**config.mk**
```make
export PLATFORM = sky130hd
export DESIGN_NAME = ext_bus_master
export DESIGN_NICKNAME = d
export VERILOG_FILES = /design/src/rtl/ext_bus_master_pkg.sv /design/src/rtl/ext_wbuf.sv /design/src/rtl/ext_bus_master.sv
export SDC_FILE = /design/constraint.sdc
export NUM_CORES = 1
export LEC_CHECK = 0
export BUFFER_PORTS_ARGS = -buffer_cell sky130_fd_sc_hd__buf_2
export CAP_MARGIN = 20
export CORE_MARGIN = 3
export CORE_UTILIZATION = 61
export DETAILED_ROUTE_END_ITERATION = 16
export PLACE_DENSITY = 0.86
export RECOVER_POWER = 25
export SLEW_MARGIN = 10
export SYNTH_ARGS = -nofsm -noshare
export SYNTH_HDL_FRONTEND = slang
export SYNTH_SLANG_ARGS = --single-unit
```
**constraint.sdc**
```tcl
create_clock -name clk -period 6.6 [get_ports clk]
set_input_delay 1.32 -clock clk [delete_from_list [all_inputs] [get_ports clk]]
set_output_delay 1.32 -clock clk [all_outputs]
set_load 0.01 [all_outputs]
```
**src/rtl/ext_bus_master_pkg.sv**
```systemverilog
// Shared encodings for the external-bus bridge: transfer sizes, FSM states, address-alignment helpers.
package ext_bus_master_pkg;

   typedef enum logic [1:0] {
      SZ_BYTE = 2'b00,
      SZ_HALF = 2'b01,
      SZ_WORD = 2'b10,
      SZ_RSVD = 2'b11
   } size_e;

   typedef enum logic [2:0] {
      ST_IDLE,
      ST_WR_BUS,
      ST_RD_BUS,
      ST_RD_DONE,
      ST_GAP
   } state_e;

   // The reserved size code behaves as a word everywhere, so it never reaches the pins.
   function automatic logic [1:0] norm_size(input logic [1:0] sz);
      return (sz == SZ_RSVD) ? SZ_WORD : sz;
   endfunction

   function automatic logic [1:0] addr_lsb_mask(input logic [1:0] sz);
      case (norm_size(sz))
         SZ_BYTE: return 2'b00;
         SZ_HALF: return 2'b01;
         default: return 2'b11;
      endcase
   endfunction

endpackage

```
**src/rtl/ext_wbuf.sv**
```systemverilog
// Synchronous FIFO for posted writes; dout shows the head entry combinationally.
// Push is ignored while full and pop while empty, so a push in the same cycle as a pop on a full FIFO is refused.
module ext_wbuf #(
   parameter int WIDTH = 8,
   parameter int DEPTH = 4
) (
   input  logic             clk,
   input  logic             reset_n,
   input  logic             push,
   input  logic             pop,
   input  logic [WIDTH-1:0] din,
   output logic [WIDTH-1:0] dout,
   output logic             full,
   output logic             empty
);

   localparam int PW = $clog2(DEPTH);
   localparam logic [PW:0] FULL_CNT = (PW + 1)'(DEPTH);

   logic [WIDTH-1:0] mem_q [DEPTH];
   logic [PW-1:0]    wr_ptr_q;
   logic [PW-1:0]    rd_ptr_q;
   logic [PW:0]      count_q;
   logic             do_push;
   logic             do_pop;

   assign full    = (count_q == FULL_CNT);
   assign empty   = (count_q == '0);
   assign do_push = push && !full;
   assign do_pop  = pop && !empty;
   assign dout    = mem_q[rd_ptr_q];

   always_ff @(posedge clk or negedge reset_n) begin
      if (!reset_n) begin
         wr_ptr_q <= '0;
         rd_ptr_q <= '0;
         count_q  <= '0;
      end else begin
         if (do_push) wr_ptr_q <= wr_ptr_q + 1'b1;
         if (do_pop)  rd_ptr_q <= rd_ptr_q + 1'b1;
         case ({do_push, do_pop})
            2'b10:   count_q <= count_q + 1'b1;
            2'b01:   count_q <= count_q - 1'b1;
            default: ;
         endcase
      end
   end

   // Storage needs no reset: an empty FIFO never exposes its contents.
   always_ff @(posedge clk) begin
      if (do_push) mem_q[wr_ptr_q] <= din;
   end

endmodule

```
**src/rtl/ext_bus_master.sv**
```systemverilog
// Bridges external core accesses onto the external bus: posted writes, reads ordered behind them, timeout -> bus_err.
// Bus fields are registered on FSM entry; core_stall holds the core on a full FIFO or while a read is outstanding.
module ext_bus_master
   import ext_bus_master_pkg::*;
#(
   parameter int ADDR_WIDTH     = 32,
   parameter int DATA_WIDTH     = 32,
   parameter int EXT_ADDR_WIDTH = 16,
   parameter int WBUF_DEPTH     = 4,
   parameter int TIMEOUT_CYCLES = 255
) (
   input  logic                      clk,
   input  logic                      reset_n,
   input  logic                      req_valid,
   input  logic                      req_we,
   input  logic [1:0]                req_size,
   input  logic [ADDR_WIDTH-1:0]     req_addr,
   input  logic [DATA_WIDTH-1:0]     req_wdata,
   output logic                      core_stall,
   output logic [DATA_WIDTH-1:0]     rdata,
   output logic                      rdata_valid,
   output logic                      bus_err,
   output logic                      ext_active,
   output logic                      ext_we,
   output logic [1:0]                ext_size,
   output logic [EXT_ADDR_WIDTH-1:0] ext_addr_out,
   output logic [DATA_WIDTH-1:0]     ext_val_out,
   input  logic [DATA_WIDTH-1:0]     ext_val_in,
   input  logic                      transfer_ok
);

   localparam int CW = $clog2(TIMEOUT_CYCLES + 1);
   localparam logic [CW-1:0] TMO_LAST = CW'(TIMEOUT_CYCLES - 1);

   typedef struct packed {
      logic [EXT_ADDR_WIDTH-1:0] addr;
      logic [1:0]                size;
      logic [DATA_WIDTH-1:0]     data;
   } wentry_t;

   typedef struct packed {
      logic                      active;
      logic                      we;
      logic [1:0]                size;
      logic [EXT_ADDR_WIDTH-1:0] addr;
      logic [DATA_WIDTH-1:0]     val;
   } bus_t;

   function automatic logic [EXT_ADDR_WIDTH-1:0] mask_ext_addr(
      input logic [EXT_ADDR_WIDTH-1:0] a, input logic [1:0] sz);
      return a & ~{{(EXT_ADDR_WIDTH-2){1'b0}}, addr_lsb_mask(sz)};
   endfunction

   state_e                state_q, state_d;
   logic [CW-1:0]         cnt_q, cnt_d;
   bus_t                  bus_q, bus_d;
   logic [DATA_WIDTH-1:0] rdata_q, rdata_d;
   logic                  rdata_valid_q, rdata_valid_d;
   logic                  bus_err_q, bus_err_d;

   wentry_t wbuf_din, wbuf_dout;
   logic    wbuf_full, wbuf_empty;
   logic    wr_req, rd_req, bus_state, tmo, pop;
   logic    unused_addr_hi;

   assign unused_addr_hi = ^req_addr[ADDR_WIDTH-1:EXT_ADDR_WIDTH];

   assign wr_req    = req_valid && req_we;
   assign rd_req    = req_valid && !req_we;
   assign bus_state = (state_q == ST_WR_BUS) || (state_q == ST_RD_BUS);
   assign tmo       = bus_state && !transfer_ok && (cnt_q == TMO_LAST);
   assign pop       = (state_q == ST_WR_BUS) && (transfer_ok || tmo);

   assign wbuf_din = '{addr: mask_ext_addr(req_addr[EXT_ADDR_WIDTH-1:0], req_size),
                       size: norm_size(req_size),
                       data: req_wdata};

   ext_wbuf #(
      .WIDTH($bits(wentry_t)),
      .DEPTH(WBUF_DEPTH)
   ) u_wbuf (
      .clk     (clk),
      .reset_n (reset_n),
      .push    (wr_req),
      .pop     (pop),
      .din     (wbuf_din),
      .dout    (wbuf_dout),
      .full    (wbuf_full),
      .empty   (wbuf_empty)
   );

   // Gated by reset_n so every output reads 0 the moment reset asserts.
   assign core_stall = reset_n && ((wr_req && wbuf_full) || (rd_req && state_q != ST_RD_DONE));

   always_comb begin
      state_d       = state_q;
      cnt_d         = cnt_q;
      bus_d         = bus_q;
      rdata_d       = rdata_q;
      rdata_valid_d = 1'b0;
      bus_err_d     = 1'b0;
      case (state_q)
         ST_IDLE: begin
            cnt_d = '0;
            if (!wbuf_empty) begin
               state_d = ST_WR_BUS;
               bus_d   = '{active: 1'b1, we: 1'b1, size: wbuf_dout.size,
                           addr: wbuf_dout.addr, val: wbuf_dout.data};
            end else if (rd_req) begin
               state_d = ST_RD_BUS;
               bus_d   = '{active: 1'b1, we: 1'b0, size: norm_size(req_size),
                           addr: mask_ext_addr(req_addr[EXT_ADDR_WIDTH-1:0], req_size),
                           val: '0};
            end
         end
         ST_WR_BUS, ST_RD_BUS: begin
            if (transfer_ok || tmo) begin
               bus_d     = '0;
               cnt_d     = '0;
               bus_err_d = tmo;
               if (state_q == ST_WR_BUS) begin
                  state_d = ST_GAP;
               end else begin
                  state_d       = ST_RD_DONE;
                  rdata_valid_d = 1'b1;
                  rdata_d       = transfer_ok ? ext_val_in : '0;
               end
            end else begin
               cnt_d = cnt_q + 1'b1;
            end
         end
         ST_RD_DONE: state_d = ST_GAP;
         ST_GAP:     state_d = ST_IDLE;
         default:    state_d = ST_IDLE;
      endcase
   end

   always_ff @(posedge clk or negedge reset_n) begin
      if (!reset_n) begin
         state_q       <= ST_IDLE;
         cnt_q         <= '0;
         bus_q         <= '0;
         rdata_q       <= '0;
         rdata_valid_q <= 1'b0;
         bus_err_q     <= 1'b0;
      end else begin
         state_q       <= state_d;
         cnt_q         <= cnt_d;
         bus_q         <= bus_d;
         rdata_q       <= rdata_d;
         rdata_valid_q <= rdata_valid_d;
         bus_err_q     <= bus_err_d;
      end
   end

   assign rdata        = rdata_q;
   assign rdata_valid  = rdata_valid_q;
   assign bus_err      = bus_err_q;
   assign ext_active   = bus_q.active;
   assign ext_we       = bus_q.we;
   assign ext_size     = bus_q.size;
   assign ext_addr_out = bus_q.addr;
   assign ext_val_out  = bus_q.val;

endmodule

```
Yosys cells after proc, flatten, opt, wreduce, memory -nomap -nowiden. Memory sizes are Yosys's and may differ from the RTL's. Cells that the tools add are included.

Add/sub/neg operators: 5. Multipliers: 0. Div/mod/pow operators: 0. Magnitude comparators: 0. Eq/ne operators: 12. Shifts and indexed selects: 0. Muxes and demuxes: 25. Bitwise gates (word level): 5. Reductions and logical operators: 26.

Operators by type and width (number): $mux W52 (3); $pmux W52 S2 (1); $and A16 B16 Y16 (2); $mux W32 (1); $not A2 Y16 (2); $pmux W8 S2 (1); $mux W3 (4); $logic_and A1 B1 Y1 (10); $pmux W3 S3 (1); $add A8 B1 Y8 const B (1); $eq A8 B8 Y1 const B (1); $mux W2 (4); $mux W8 (1); $mux W1 (7); $eq A3 B2 Y1 const B (2); $logic_not A3 Y1 (2); $pmux W3 S2 (1); $reduce_and A3 Y1 (2); $add A2 B1 Y2 const B (2); $eq A2 B1 Y1 const B (2); $eq A2 B2 Y1 const B (2); $logic_not A1 Y1 (4); $pmux W2 S2 (1); $reduce_bool A2 Y1 (2); other kinds (12) (14).

Register bits after elaboration: 104. Bits in latches: 0. RAM bits: 200. ROM bits: 0. Input port bits: 103. Output and inout bits: 87. Memories: 1.

Memory list: u_wbuf.mem_q (words 4, width 50, rd ports 1, clocked after memory_dff 0, write ports 1, line ext_wbuf.sv:20) `logic [WIDTH-1:0] mem_q [DEPTH];`.

Depth between registers and ports, before layout.
Word-level depth: 12. Gate-level depth with buffers: 11.

Cells and area by module. A second synthesis with hierarchy kept.

Cells, all modules: 679. Area, all modules: 12079.1 um^2.

By module, submodules not included: ext_wbuf (times used 1, cells each 299, area each 7701.1 um^2); ext_bus_master (times used 1, cells each 380, area each 4377.9 um^2).

Worst setup path before layout. Ideal clock, no wire load.

Kind: input to register. From: in req_we. To: mem u_wbuf.mem_q[0][0] (netlist bit), enable pin. Setup time: 413 ps. Data arrival time: 2891 ps. Required time: 6187 ps. Path slack: 3296 ps. Stages on the path: 3. Buffers on the path: 1. Cells stage by stage: and3_1 -> clkbuf_1 -> and2_1.

Longest elaborated chain between the ends: 4.

RTL lines: start: declaration (line ext_bus_master.sv:15) `input logic req_we,`; $logic_and A1 B1 Y1 (line ext_bus_master.sv:68) `assign wr_req = req_valid && req_we;`; $logic_and A1 B1 Y1 (line ext_wbuf.sv:29) `assign do_push = push && !full;`; $mux W1 (line ext_wbuf.sv:51) `if (do_push) mem_q[wr_ptr_q] <= din;`; $mux W1 (not written as such) (line ext_wbuf.sv:51); end: declaration (line ext_wbuf.sv:20).

No other way between the ends.

Worst setup path in the final report.
From: in reset_n. To: out core_stall.

Longest elaborated chain between the ends: 1.

RTL lines: start: declaration (line ext_bus_master.sv:13) `input logic reset_n,`; $logic_and A1 B1 Y1 (line ext_bus_master.sv:93) `assign core_stall = reset_n && ((wr_req && wbuf_full) || (rd_req && state_q != ST_RD_DONE));`; end: declaration (line ext_bus_master.sv:19) `output logic core_stall,`.

No other way between the ends.

==> reports/summary.txt <==
Cell family with most CP delay = buffers and inverters
Register area share after synthesis = 72.7%
Fin cells = 1130
H-tree levels = 1
Post-synth cell types = 44
Worst vdd ir = 0.287 mV
Placed cell area = 0.0129 sq mm
Router iterations before antenna repair = 5
CTS tree = yes
Fillers = 1156
Grt total ovfl = 0
Total power = 0.00646 W
Global Route Usage Sum = 23.9%
Worst Hold Class = flop to flop
Gpl congestion = 0.785
Die ar. = 0.0211 sq mm
Via density = 6.00
Status = complete, but fails checks
Highest clock rate = 208 MHz
Slew Limit Fails = 35
CP required = 5.28 ns
# IOs = 190
Inserted Clock Buffers = 30
Clk_lat worst skew = 0.54 ns
Initial core utilization = 62.7%
P per Cell Area = 463 mW/mm^2
Metal2 WL = 12.8 mm
DRC = 0
Setup-failing EPs final = 0
Hold-fix buffers at CTS = 0
Fin. Hold Viols = 0
M1 WL = 10.2 mm
CTS Root Cell = clkbuf_16
Worst-path cell chain = clkbuf_1 -> nand2_1 -> a211oi_1 -> buf_2
Min Clock Period, post-route = 4.81 ns
Syn nets = 782
Synth-to-Final Area Change = 17.8%
Most instantiated cells after synthesis = 200 x edfxtp_1, 104 x dfrtp_1, 50 x mux4_2
Max Root-Sink Buffers = 3
Post-Syn Area = 0.0118 sq mm
Site Rows = 50
WS Path Type = primary input to output port
Die H = 145 microns
First-pass GRT wire length = 40.1 mm
Max_slew headroom = -44.8%
Most frequent cell after synthesis = edfxtp_1
Synthesized flop and latch total = 304
Total leakage power = 5.55 nW
Clk sink count = 304
Avg Inst Size Synth = 17.7 sq um
Startpoint class of the critical path = primary input
Multi-input logic area = 0.00286 sq mm
Met3 wire len = 1.92 mm
Storage cell area = 0.00861 sq mm
Detail Route Antenna Nets = 0
Core ar. = 0.0189 sq mm
Postcts setup bufs = 0
Cell area after layout = 0.0140 sq mm
Drt wl/cell = 22.4 microns
FFs w/ async S/R, synth = 34.2%
Clock-pin slew on the worst setup and hold paths = 0.06 ns
Max Cap Viol = 1
Layout cells sized above 1 = 32.5%
Post-cts resize count = 0
YS warnings = 0
Leading area contributor after synthesis = edfxtp_1
Final period utilization = 72.8%
Antenna violations before repair = 1
Post-route setup TNS = 0 ns
Worst path buffer plus inverter count = 2
RSZ-0062 raised after global routing = no
Violated checks = max-capacitance violations, max-slew violations
Horiz. Die Dim = 145 microns
Worst Max-Slew Pin Slew = 2.17 ns
Slowest stage delay, CP = 1.52 ns
DP Cell Count = 1070
Via count = 6776
CP max stage cell = clkbuf_1
Top layer used by detailed routing = met4
Port Buffers = 173
Mapped Cells = 671
Hpwl dp = 15.1 mm
Main area contributors after synthesis = edfxtp_1 51%, dfrtp_1 22%, mux4_2 9.5%, a22o_1 2.4%, o21ai_2 2.2%
Critical-path maximum fanout = 34
Post-synth top flop = edfxtp_1
Post-synth EDFFs = 200
Worst Clk Skew = 0.0146 ns
Worst setup EP type = output port
Area fraction of the dominant cell type after synthesis = 50.7%
WP data arrival = 3.49 ns
DRT iter0 DRCs = 400
Post-Route WL = 25.3 mm
Nets = 956
Final core utilization = 73.9%
Largest net degree at the start of global routing = 73
Vias in the first global route = 7295
power breakdown:
part | total [W] | internal [W] | switching (W) | leakage, nW
sequential | 0.00267 | 0.00246 | 0.000212 | 3.16
combinational | 0.00201 | 0.000875 | 0.00114 | 1.90
clock | 0.00178 | 0.00107 | 0.000707 | 0.497
state kept, by name, summed over array words and instances (netlist names):
signal and flops:
ext_active 1, bus_err 1, rdata_valid 1, cnt_q 8, state_q 3, rdata 32, ext_size 2, ext_we 1
u_wbuf.wr_ptr_q 2, u_wbuf.mem_q 200, u_wbuf.count_q 3, ext_addr_out 16, u_wbuf.rd_ptr_q 2, ext_val_out 32
final timing paths:
path                                            to         startpoint  depth (start not counted)  slack, ns
worst max-delay path                    core_stall            reset_n                          4       1.79
worst min-delay path               ext_addr_out[0]    ext_addr_out[0]                          1       0.47
worst max register to register         ext_size[1]  u_wbuf.count_q[0]                          5       3.83
worst min register to register     ext_addr_out[0]    ext_addr_out[0]                          1       0.47
max in group asynchronous       u_wbuf.rd_ptr_q[0]            reset_n                          2       3.24
min in group asynchronous         ext_addr_out[10]            reset_n                          1       1.40
area by class of cell:
type	instances	share of cell area, %
flip-flops and latches	304	61.7
diodes	1	0.0179
repair buffers	188	6.81
well taps	260	2.33
clock inverters	22	2.05
multi-input cells	278	20.5
inverters	43	1.16
clock buffers	34	5.48
cell families after synthesis:
logic type | synth area share, %
XOR/XNOR | 0.591
flip-flops | 72.7
AND/OR/NAND/NOR | 4.94
AO/OA/AOI/OAI | 7.85
multiplexers | 9.77
buffers and inverters | 3.29
adder cells (fa/ha/maj) | 0.908
through the flow:
step                      setup slack, ns  hold WS (ns)
after global routing                 1.52         0.482
final                                1.79         0.471
after floorplan                      3.30         0.477
after global placement               3.00         0.456
after detailed placement             2.95         0.463
after CTS                            2.94         0.476
layer usage:
layer / global-route usage, % / vias to the layer above
li1: - / 2975
met5: 0 / -
met3: 5.57 / 41
met4: 6.79 / 0
met1: 32.5 / 3471
met2: 39.5 / 289
cells in the final DEF, fill, tap and decap left out, types with 6 or more instances in the layout:
| cell | count |
|---|---|
| clkbuf_1 | 48 |
| buf_4 | 13 |
| a221o_1 | 15 |
| buf_2 | 129 |
| nand2_1 | 10 |
| ha_1 | 7 |
| clkbuf_16 | 30 |
| edfxtp_1 | 200 |
| o21ai_2 | 30 |
| dfrtp_1 | 102 |
| o21ai_0 | 9 |
| bufinv_16 | 6 |
| mux4_2 | 50 |
| nand4_1 | 32 |
| inv_1 | 43 |
| a22o_1 | 32 |
| nor2_1 | 7 |
| and3_1 | 19 |
Note: power is estimated with default switching activity, not from simulation.
